[config.mk]
export PLATFORM = sky130hd
export DESIGN_NAME = program_counter
export DESIGN_NICKNAME = d
export VERILOG_FILES = /design/src/rtl/program_counter_pkg.sv /design/src/rtl/inc16.sv /design/src/rtl/program_counter.sv
export SDC_FILE = /design/constraint.sdc
export NUM_CORES = 1
export LEC_CHECK = 0
export CAP_MARGIN = 20
export CORE_MARGIN = 2
export CORE_UTILIZATION = 44
export DETAILED_ROUTE_END_ITERATION = 8
export PLACE_DENSITY = 0.9
export REMOVE_ABC_BUFFERS = 1
export SYNTH_ARGS = -nofsm -noshare
export SYNTH_HDL_FRONTEND = slang
export SYNTH_SLANG_ARGS = --single-unit
[constraint.sdc]
create_clock -name clk -period 1.7 [get_ports clk]
set_input_delay 0.34 -clock clk [delete_from_list [all_inputs] [get_ports clk]]
set_output_delay 0.34 -clock clk [all_outputs]
set_load 0.01 [all_outputs]
[src/rtl/program_counter_pkg.sv]
// Shared Hack word-width constants used by all word-wide blocks.
package program_counter_pkg;

    localparam int unsigned HACK_WIDTH = 16;
    localparam logic [HACK_WIDTH-1:0] HACK_RESET_VAL = '0;

endpackage

[src/rtl/inc16.sv]
// Combinational WIDTH-bit +1 with carry-out.
module inc16 #(
    parameter int unsigned WIDTH = 16
) (
    input  logic [WIDTH-1:0] a,
    output logic [WIDTH-1:0] sum,
    output logic             carry
);

    assign {carry, sum} = {1'b0, a} + {{WIDTH{1'b0}}, 1'b1};

endmodule

[src/rtl/program_counter.sv]
// Hack program counter: priority clr > load > inc > hold, registered out and wrap pulse.
module program_counter
    import program_counter_pkg::*;
#(
    parameter int unsigned       WIDTH     = HACK_WIDTH,
    parameter logic [WIDTH-1:0]  RESET_VAL = WIDTH'(HACK_RESET_VAL)
) (
    input  logic             clk,
    input  logic             rst_n,
    input  logic [WIDTH-1:0] in,
    input  logic             load,
    input  logic             inc,
    input  logic             clr,
    output logic [WIDTH-1:0] out,
    output logic             wrap
);

    logic [WIDTH-1:0] out_q, out_d;
    logic             wrap_q, wrap_d;
    logic [WIDTH-1:0] inc_sum;
    logic             inc_carry;

    inc16 #(
        .WIDTH(WIDTH)
    ) u_inc16 (
        .a    (out_q),
        .sum  (inc_sum),
        .carry(inc_carry)
    );

    always_comb begin
        out_d  = out_q;
        wrap_d = 1'b0;
        if (clr) begin
            out_d = RESET_VAL;
        end else if (load) begin
            out_d = in;
        end else if (inc) begin
            out_d  = inc_sum;
            // Carry-out only flags the all-ones rollover; no saturation.
            wrap_d = inc_carry;
        end
    end

    always_ff @(posedge clk or negedge rst_n) begin
        if (!rst_n) begin
            out_q  <= RESET_VAL;
            wrap_q <= 1'b0;
        end else begin
            out_q  <= out_d;
            wrap_q <= wrap_d;
        end
    end

    assign out  = out_q;
    assign wrap = wrap_q;

endmodule

## Word level (Yosys, flattened, before mapping)

Cells that the tools add are included.

| storage, ports and cells | value |
|---|---|
| bits in registers | 17 |
| output and inout bits | 17 |
| bits of input ports | 21 |

| cells by class | value |
|---|---|
| mux-type cells | 6 |
| reductions and logical operators | 1 |
| $add $sub $neg | 1 |

Operator list:

| kind | count |
|---|---|
| $mux W16 | 3 |
| $add A16 B1 Y17 const B | 1 |
| $mux W1 | 3 |
| $reduce_bool A3 Y1 | 1 |

## Depth between registers and ports, before layout

Gate-level depths: netlist of run 1.

| depth | value |
|---|---|
| depth after elaboration | 4 |
| gate-level depth with buffers | 5 |

## Cells and area by module

From an unflattened synthesis of run 1, not the netlist that was laid out.

| second synthesis, totals | value |
|---|---|
| cells, all modules | 118 |
| area total of the unflattened synthesis | 1201.2 sq um |

By module, submodules not included:

| module | cells each | area an instance (sq um) | times used | seq. area each (sq um) |
|---|---|---|---|---|
| program_counter | 74 | 878.3 | 1 | 425.4 |
| inc16 | 44 | 322.8 | 1 | 0.0 |

## Worst setup path before layout of run 1

OpenSTA, ideal clock, no wires.

| path | value |
|---|---|
| path kind | reg-to-reg |
| start | register out_q[0] (netlist: out[0]) |
| end | register out_q[6] (netlist: out[6]) |
| buffers on the path | 0 |
| setup time | 0.078 ns |
| cell stages (with the launch flop) | 6 |
| setup slack | 0.153 ns |
| arrival time | 1.469 ns |
| path through | dfrtp_1 > ha_1 > nand4_4 > or3_1 > a21o_1 > a21oi_1 |

| between the ends | value |
|---|---|
| longest elaborated chain between the ends | 4 |

Ends and longest elaborated chain:

| item | RTL line | source |
|---|---|---|
| start: declaration | program_counter.sv:18 | `logic [WIDTH-1:0] out_q, out_d;` |
| start signal: assignment | program_counter.sv:50 | `out_q <= out_d;` |
| $add A16 B1 Y17 | inc16.sv:10 | `assign {carry, sum} = {1'b0, a} + {{WIDTH{1'b0}}, 1'b1};` |
| $mux W16 | program_counter.sv:38 | `end else if (inc) begin` |
| $mux W16 | program_counter.sv:36 | `end else if (load) begin` |
| $mux W16 | program_counter.sv:34 | `if (clr) begin` |

No other way between the ends. The select of a mux whose other input is x is not followed.
A chain may end at the register's enable or synchronous reset.

## Worst setup path in the final report of run 1

| path | value |
|---|---|
| start | register out_q[6] (netlist: out[6]) |
| end | output port out[6] |

RTL lines:

| item | RTL line | source |
|---|---|---|
| end: declaration | program_counter.sv:14 | `output logic [WIDTH-1:0] out,` |

No word-level cell between the ends.

==> results of run 1 <==
power groups by stage:
stage / Clock (mW) / Combinational, mW / Sequential, mW
2_1_floorplan: 0 / 0.0659 / 0.479
3_3_place_gp: 0 / 0.219 / 0.471
3_5_place_dp: 0 / 0.224 / 0.473
4_1_cts: 0.228 / 0.226 / 0.466
5_1_grt: 0.245 / 0.244 / 0.472
6_report: 0.228 / 0.225 / 0.467
path summary, 6_finish.rpt:
check                           startpoint      end  slack, ns  depth (start not counted)
worst max-delay path                out[6]   out[6]       0.04                          1
worst min-delay path                 rst_n  out[12]       0.36                          2
worst max register to register      out[1]   out[8]       0.07                          5
worst min register to register     out[15]  out[15]       0.58                          2
max in group asynchronous            rst_n   out[2]       1.12                          2
min in group clk                       inc   out[3]       0.57                          5
synthesized netlist by cell type, drive strengths merged, types with 2 or more instances:
cell type and n:
dfrtp 17, nand3 4, nor2 8, a21o 2
nand4 4, nor3 6, o21ai 2, inv 10
xnor2 5, o21a 7, or3 3, buf 4
nor2b 2, nand2 8, clkbuf 2, a21oi 11
nor4 5, mux2i 4, xor2 6
what timing repair did:
action / 4_1_cts / 5_1_grt
setup endpoints to repair: 4 / 5
resized for setup: 4 / 5
pin swaps: 0 / 0
hold buffers: 0 / 0
metal layers:
metal | vias up | wire (microns) | track usage (%)
li1 | 496 | - | -
met2 | 28 | 1365 | 38.75
met3 | 5 | 116 | 3.390
met1 | 499 | 1124 | 22.60
met5 | - | 0 | 0
met4 | 0 | 52 | 10.68
logic make-up (layout without fill, tap and decap cells):
group | Yosys count | in the layout | share of synthesized area, %
AOI/OAI and AO/OA | 25 | 25 | 15.21
xor gates and xnor gates | 11 | 11 | 9.080
adders and majority gates | 1 | 1 | 1.179
buffers and inverters | 16 | 61 | 5.897
DFF | 17 | 17 | 40.09
muxes | 4 | 4 | 3.774
and+or+nand+nor | 42 | 42 | 24.76
per-stage QoR:
| stage | utilization, % | hold slack [ns] | setup TNS, ns |
|---|---|---|---|
| after global placement | 67.81 | 0.5412 | -1.305 |
| after floorplan | - | 0.04441 | 0 |
| after global routing | 69.81 | 0.3792 | -0.01424 |
| after detailed placement | 67.81 | 0.5608 | -1.699 |
| after CTS | 69.20 | 0.3693 | 0 |
| final | 69.81 | 0.3630 | 0 |
layout make-up:
type | count | area, sq um | area share, %
multi-input combinational | 83 | 581.8 | 36.96
timing repair buffer | 47 | 460.4 | 29.25
sequential | 17 | 432.9 | 27.50
inverter | 10 | 37.54 | 2.385
tap | 28 | 35.03 | 2.226
clock buffer | 4 | 26.28 | 1.669
registers in the layout, indices dropped and copies added (netlist names):
name and flops:
out 16, wrap 1
==> flow_summary.yaml, run 1 <==
status:
  status: "finished, final reports clean"
drt:
  firstDrtPassIters: 4
  dr_total_vias: 1028
  first_iter_violations: 12
  drt.antenna.violating_nets: 0
  routed_via_density: 5.439
  wl_mm: 2.659
  routedWlPerCell_microns: 14.07
  route.detailed.drc: 0
grt:
  grt_max_degree: 31
  antenna_found_initial: 0
  grt_pass1_wl_mm: 4.236
  gr-usage-all-layers_pct: 20.93
  grt_pass1_vias: 1013
  overflow: 0
synth:
  avgSynthCellArea_sq_um: 9.147
  yosys-top-cells-area: "dfrtp_1 40%, a21oi_1 5.2%, o21a_1 5.0%"
  synth.ff_latch_count: 17
  ys_async_sr_fraction_pct: 100.0
  synth-edff-count: 0
  netlist.area_leader.share_pct: 40.09
  syn_inst: 116
  yosys_most_used_dff: "dfrtp_1"
  syn_area_sq_um: 1061
  yosysWarnings: 0
  synth_cell_type_count: 28
  synth_top_area_cell: "dfrtp_1"
  yosysSeqAreaShare_pct: 40.09
power:
  p_total_uw: 920.2
  power_frac_clock_pct: 24.8
  power_density_nw_per_um2: 584.6
  power_leakage_nw: 0.6818
  swShare_pct: 28.68
  ir_drop_uv: 398.2
  p_switching_uw: 263.9
  internal-power_uw: 656.3
  p_comb_share_pct: 24.4
  seqPwrFrac_pct: 50.7
worst_setup_path:
  critical_path_class: "reg -> out"
  path_buf_inv: 1
  worst-path-max-fanout: 5
  worstSetupEndpointType: "primary output"
  crit_arrival_ns: 1.32
  critPathLaunchType: "register"
  crit_family: "buffers and inverters"
  cp.required_ns: 1.36
  slowest_stage: "clkdlybuf4s50_1"
  crit_chain: "clkdlybuf4s50_1"
  critPathMaxStageDelay_ns: 0.57
floorplan:
  die-height_microns: 53.11
  io_pins: 38
  placementRows: 17
  die_x_microns: 53.11
  core_sq_um: 2255
  initial_core_util_pct: 47.06
  dieArea_sq_um: 2820
placed_design:
  place_inst: 185
  place_ws_ns: -0.2278
  dpl_cell_area_sq_um: 1529
  gp_congestion: 0.8191
  hpwl_mm: 1.931
  port-buffer-count: 37
finish:
  nNetsFinal: 184
  drive_above_1_share_pct: 15.53
  final_common_cell: "clkdlybuf4s50_1"
  n_antenna_cell: 0
  final_cell_mix: "36 x clkdlybuf4s50_1, 11 x a21oi_1, 11 x dfrtp_1, 10 x inv_1, 9 x buf_4"
  design_area_sq_um: 1574
  area_growth_pct: 48.35
  layout.cells.non_filler: 189
  fillerInstances: 184
sta:
  slew_headroom_pct: 78.06
  period_minus_slack_ns: 1.663
  tightestPinTransition_ns: 0.3260
  setup_ws_ns: 0.03670
  final-hold-violation-count: 0
  max_clock_freq_mhz: 601.2
  fin_crit_sh_pct: 97.84
  rsz0062_at_grt: "yes"
  fin_skew_ns: 0.002958
  setup_viol: 0
  slew_violations: 0
clock_tree:
  path_clk_slew_ns: 0.10
  cts-root-buf: "clkbuf_4"
  htreeDepth: 1
  cts_made_buffers: 3
  clock-sinks: 17
  clk_path_buf_depth: 2
  post_cts_buffers: 0
  insertion_delay_ns: 0.30
  cts_tree: "done"
hold_path:
  hold_class: "in -> async"
flow_run:
  maxCapViolCount: 0
(Power assumes the default switching activity.)
==> run 2, diff against run 1 <==
--- a/config.mk
+++ b/config.mk
@@ -6,11 +6,13 @@
 export NUM_CORES = 1
 export LEC_CHECK = 0
 export CAP_MARGIN = 20
+export CORE_ASPECT_RATIO = 0.6
 export CORE_MARGIN = 2
-export CORE_UTILIZATION = 44
+export CORE_UTILIZATION = 46
 export DETAILED_ROUTE_END_ITERATION = 8
 export PLACE_DENSITY = 0.9
 export REMOVE_ABC_BUFFERS = 1
 export SYNTH_ARGS = -nofsm -noshare
 export SYNTH_HDL_FRONTEND = slang
+export SYNTH_HIERARCHICAL = 1
 export SYNTH_SLANG_ARGS = --single-unit
==> flow_summary.yaml, run 2 <==
sta:
  tightestPinTransition_ns: 0.5512
  slew_violations: 0
  setup_ws_ns: 0.07239
  period_minus_slack_ns: 1.628
  final-hold-violation-count: 0
  holdWs_ns: 0.4114
  setup_viol: 0
  max_clock_freq_mhz: 614.4
  slew_headroom_pct: 63.22
  fin_crit_sh_pct: 95.74
  fin_skew_ns: 0.002579
floorplan:
  die_x_microns: 69.97
  core_sq_um: 2487
  dieArea_sq_um: 3049
  placementRows: 14
  die-height_microns: 43.58
  initial_core_util_pct: 48.29
  io_pins: 38
finish:
  largest_reg_flops: 16
  fin_util_pct: 69.82
  drive_above_1_share_pct: 18.07
  area_growth_pct: 44.58
  n_antenna_cell: 0
  final_cell_mix: "35 x clkdlybuf4s50_1, 16 x mux2i_1, 16 x nor2b_1, 15 x a211oi_1, 13 x buf_4"
  final_common_cell: "clkdlybuf4s50_1"
  nNetsFinal: 189
  layout.cells.non_filler: 198
drt:
  drt.antenna.violating_nets: 0
  routed_via_density: 5.343
  dr_total_vias: 1058
  first_iter_violations: 48
  wl_mm: 3.075
  routedWlPerCell_microns: 15.53
  firstDrtPassIters: 4
  route.detailed.drc: 0
power:
  power_frac_clock_pct: 27.9
  p_total_mw: 1.058
  power_density_nw_per_um2: 609.3
  seqPwrFrac_pct: 45.3
  p_comb_share_pct: 26.8
  power_leakage_nw: 0.7760
  ir_drop_uv: 585.4
  internal-power_uw: 763.3
  p_switching_uw: 294.9
  swShare_pct: 27.87
flow_run:
  maxCapViolCount: 0
synth:
  yosys-top-cells-area: "dfrtp_1 35%, mux2i_1 13%, a211oi_1 9.4%"
  synth-simple-area-share_pct: 23.75
  yosysWarnings: 6
  netlist.area_leader.share_pct: 35.42
  synth-edff-count: 0
  yosys_most_used_dff: "dfrtp_1"
  syn_inst: 118
  ys_async_sr_fraction_pct: 100.0
  synth.ff_latch_count: 17
  yosysSeqAreaShare_pct: 35.42
  synth_fa_ha_area_share_pct: 1.042
  synth_top_area_cell: "dfrtp_1"
  synth_top_family_by_area: "simple AND/OR/NAND/NOR gates"
  synth_xor_area_share_pct: 10.21
  synth_cell_type_count: 23
  synth.most_common_cell: "dfrtp_1"
  synth.area.mux_share_pct: 13.33
  syn_area_sq_um: 1201
  synth_compound_area_share_pct: 10.42
  ys_top_cells_by_count: "17 x dfrtp_1, 16 x mux2i_1, 16 x nor2b_1"
  avgSynthCellArea_sq_um: 10.18
clock_tree:
  hold_buffers: 0
  cts-root-buf: "clkbuf_8"
  path_clk_slew_ns: 0.06
  cts_made_buffers: 3
  clk_path_buf_depth: 2
  cts_tree: "done"
  clock-sinks: 17
  insertion_delay_ns: 0.25
  htreeDepth: 1
grt:
  grt_pass1_wl_mm: 5.237
  gr-usage-all-layers_pct: 22.15
  overflow: 0
  antenna_found_initial: 0
  gr-usage-met1_pct: 30.76
  grt_max_degree: 18
  use_met3_pct: 6.279
  grt_pass1_vias: 1107
  busiest_layer: "met2"
  grt_util_met2_pct: 35.81
worst_setup_path:
  startpoint: "out[0]"
  worst-path-max-fanout: 5
  worstSetupEndpointType: "primary output"
  r2r_slack_ns: 0.09
  critical_path_class: "reg -> out"
  crit_arrival_ns: 1.29
  critPathMaxStageDelay_ns: 0.54
  critPathLaunchType: "register"
  slowest_stage: "clkdlybuf4s50_1"
  crit_chain: "buf_4 -> clkdlybuf4s50_1"
  cp.required_ns: 1.36
  r2r-start: "out[0]"
status:
  status: "finished, final reports clean"
placed_design:
  gp_congestion: 0.8676
  hpwl_mm: 2.341
  place_inst: 193
  port-buffer-count: 37
  place_ws_ns: 0.06816
hold_path:
  hold_class: "in -> async"
[run 2: final timing paths]
| path | endpoint | cells after the start |
|---|---|---|
| worst min-delay path | out[1] | 2 |
| worst max register to register | out[10] | 6 |
| worst min register to register | out[12] | 2 |
| max in group asynchronous | out[6] | 2 |
| min in group clk | out[8] | 3 |
| worst max-delay path | out[0] | 2 |
[run 2: layer usage]
metal	vias to the layer above	wire length [microns]
li1	517	-
met4	0	6
met1	509	1532
met2	30	1400
met3	2	136
met5	-	0
[run 2: power groups by stage]
stage,registers (mW),logic (mW),clock network (mW)
after global placement,0.476,0.273,0
after CTS,0.473,0.286,0.301
after detailed placement,0.479,0.283,0
final,0.480,0.284,0.295
after global routing,0.484,0.306,0.338
after floorplan,0.491,0.0893,0
[run 2: critical path: cells and delay by family (launching register included)]
family / cells / cell delay (ns)
flip-flops: 1 / 0.36
buffers and inverters: 2 / 0.68
[run 2: cell type report]
cell class              count  area (sq um)
clock buffers               4         45.04
fillers                   185         750.7
inverters                   4         15.01
multi-input cells          91         732.0
flip-flops and latches     17         431.7
well taps                  32         40.04
repair buffers             50         473.0
[run 2: timing repair]
item	CTS	global route
endpoints found under the setup margin	1	7
gates resized for setup	1	9
pin swaps	0	2
buffers inserted	0	1
[run 2: logic make-up (layout without fill, tap and decap cells)]
| group | after synthesis | count (layout) |
|---|---|---|
| xor gates and xnor gates | 14 | 14 |
| and+or+nand+nor | 44 | 44 |
| muxes | 16 | 16 |
| adders and majority gates | 1 | 1 |
| buffers and inverters | 10 | 58 |
| AOI/OAI and AO/OA | 16 | 16 |
| DFF | 17 | 17 |
[run 2: metrics by stage]
stage | setup TNS [ns] | cell area, sq um
2_1_floorplan | 0 | 1146
3_3_place_gp | 0 | 1647
3_5_place_dp | 0 | 1647
4_1_cts | 0 | 1700
5_1_grt | -0.007959 | 1737
6_report | 0 | 1737
==> run 3, diff against run 2 <==
--- a/config.mk
+++ b/config.mk
@@ -8,10 +8,11 @@
 export CAP_MARGIN = 20
 export CORE_ASPECT_RATIO = 0.6
 export CORE_MARGIN = 2
-export CORE_UTILIZATION = 46
+export CORE_UTILIZATION = 33
 export DETAILED_ROUTE_END_ITERATION = 8
-export PLACE_DENSITY = 0.9
+export PLACE_DENSITY = 0.71
 export REMOVE_ABC_BUFFERS = 1
+export SETUP_SLACK_MARGIN = 0.2
 export SYNTH_ARGS = -nofsm -noshare
 export SYNTH_HDL_FRONTEND = slang
 export SYNTH_HIERARCHICAL = 1
==> flow_summary.yaml, run 3 (same netlist as run 2, synthesis figures left out) <==
finish:
  area_growth_pct: 55.21
  drive_above_1_share_pct: 26.14
  nNetsFinal: 199
  final_cell_mix: "22 x clkdlybuf4s50_1, 21 x buf_4, 16 x mux2i_1, 16 x nor2b_1, 14 x a211oi_1"
  final_common_cell: "clkdlybuf4s50_1"
  largest_reg_flops: 16
  n_antenna_cell: 0
  fillerInstances: 318
power:
  p_comb_share_pct: 27.7
  p_switching_uw: 322.8
  power_frac_clock_pct: 28.7
  power_leakage_nw: 0.8855
  ir_drop_uv: 353.9
  swShare_pct: 29.56
  p_total_mw: 1.092
  internal-power_uw: 769.1
  seqPwrFrac_pct: 43.5
  power_density_nw_per_um2: 585.7
floorplan:
  core_sq_um: 3363
  initial_core_util_pct: 35.71
  die-height_microns: 50.73
  placementRows: 16
  dieArea_sq_um: 4154
  die_x_microns: 81.89
  io_pins: 38
worst_setup_path:
  crit_chain: "buf_6 -> nand4_4 -> nor4_4 -> xor2_1 -> mux2i_1 -> a211oi_2"
  cp.required_ns: 1.86
  critPathLaunchType: "register"
  rr_worst_depth: 6
  crit_family: "simple AND/OR/NAND/NOR gates"
  critPathMaxStageDelay_ns: 0.37
  path_buf_inv: 1
  crit_cells: 6
  critical_path_class: "reg -> reg"
  crit_arrival_ns: 1.82
  worst-path-max-fanout: 5
  worstSetupEndpointType: "register"
  slowest_stage: "dfrtp_1"
sta:
  final-hold-violation-count: 0
  setup_viol: 0
  fin_crit_sh_pct: 97.59
  max_clock_freq_mhz: 602.8
  fin_skew_ns: 0.001567
  setup_ws_ns: 0.04098
  period_minus_slack_ns: 1.659
  rsz0062_at_grt: "yes"
  tightestPinTransition_ns: 0.5888
  slew_violations: 0
  slew_headroom_pct: 60.70
drt:
  first_iter_violations: 58
  dr_total_vias: 1107
  route.detailed.drc: 0
  drt.antenna.violating_nets: 0
  routed_via_density: 5.009
  firstDrtPassIters: 6
  wl_mm: 3.456
  routedWlPerCell_microns: 15.64
clock_tree:
  clock-sinks: 17
  htreeDepth: 1
  path_clk_slew_ns: 0.07
  insertion_delay_ns: 0.26
  hold_buffers: 0
  cts_tree: "done"
  clk_path_buf_depth: 2
  cts_made_buffers: 3
  cts-root-buf: "clkbuf_8"
grt:
  grt_pass1_vias: 1131
  grt_max_degree: 18
  grt_pass1_wl_mm: 5.623
  overflow: 0
  antenna_found_initial: 0
  gr-usage-all-layers_pct: 18.09
flow_run:
  maxCapViolCount: 0
placed_design:
  port-buffer-count: 37
  place_ws_ns: -0.003582
  hpwl_mm: 2.347
  gp_congestion: 0.7764
hold_path:
  hold_class: "in -> async"
status:
  status: "finished, final reports clean"
## run 3: power by group through the flow
stage	combinational [mW]	clock (mW)	sequential (mW)
6_report	0.303	0.314	0.475
4_1_cts	0.296	0.320	0.469
3_3_place_gp	0.284	0	0.476
2_1_floorplan	0.0893	0	0.491
3_5_place_dp	0.288	0	0.479
5_1_grt	0.330	0.330	0.480
## run 3: cell type report
class | count | area (sq um) | area share, %
inverters | 4 | 15.01 | 0.8054
flip-flops and latches | 17 | 434.2 | 23.29
well taps | 45 | 56.30 | 3.020
repair buffers | 60 | 546.8 | 29.33
clock buffers | 4 | 45.04 | 2.416
multi-input cells | 91 | 767.0 | 41.14
## run 3: final timing paths
| path | from | to | slack (ns) |
|---|---|---|---|
| setup / recovery | out[8] | out[15] | 0.04 |
| hold / removal | rst_n | out[1] | 0.41 |
| setup reg to reg | out[8] | out[15] | 0.04 |
| hold reg to reg | out[7] | out[7] | 0.70 |
| max in group asynchronous | rst_n | out[7] | 1.07 |
| min in group clk | in[5] | out[5] | 0.68 |
## run 3: timing repair
item,4_1_cts,5_1_grt
pin swaps,5,4
resized for setup,22,12
endpoints found under the hold margin,0,0
buffers inserted,8,3
setup endpoints to repair,24,12
## run 3: routing by layer
metal	GRT usage, %	vias up	wire, microns
met5	0	-	0
met4	3.889	0	32
met3	5.576	4	172
met2	25.61	30	1443
met1	26.65	532	1806
li1	-	541	-
## run 3: stage by stage
stage | util, % | hold slack (ns) | std cells | cell area, sq um | setup TNS [ns]
6_report | 55.43 | 0.4100 | 221 | 1864 | 0
5_1_grt | 55.43 | 0.4326 | 221 | 1864 | -0.1741
3_3_place_gp | 49.81 | 0.6690 | 206 | 1675 | 0
4_1_cts | 53.24 | 0.4113 | 218 | 1790 | 0
3_5_place_dp | 49.81 | 0.6913 | 206 | 1675 | -0.003582
2_1_floorplan | - | 0.04441 | 112 | 1146 | 0
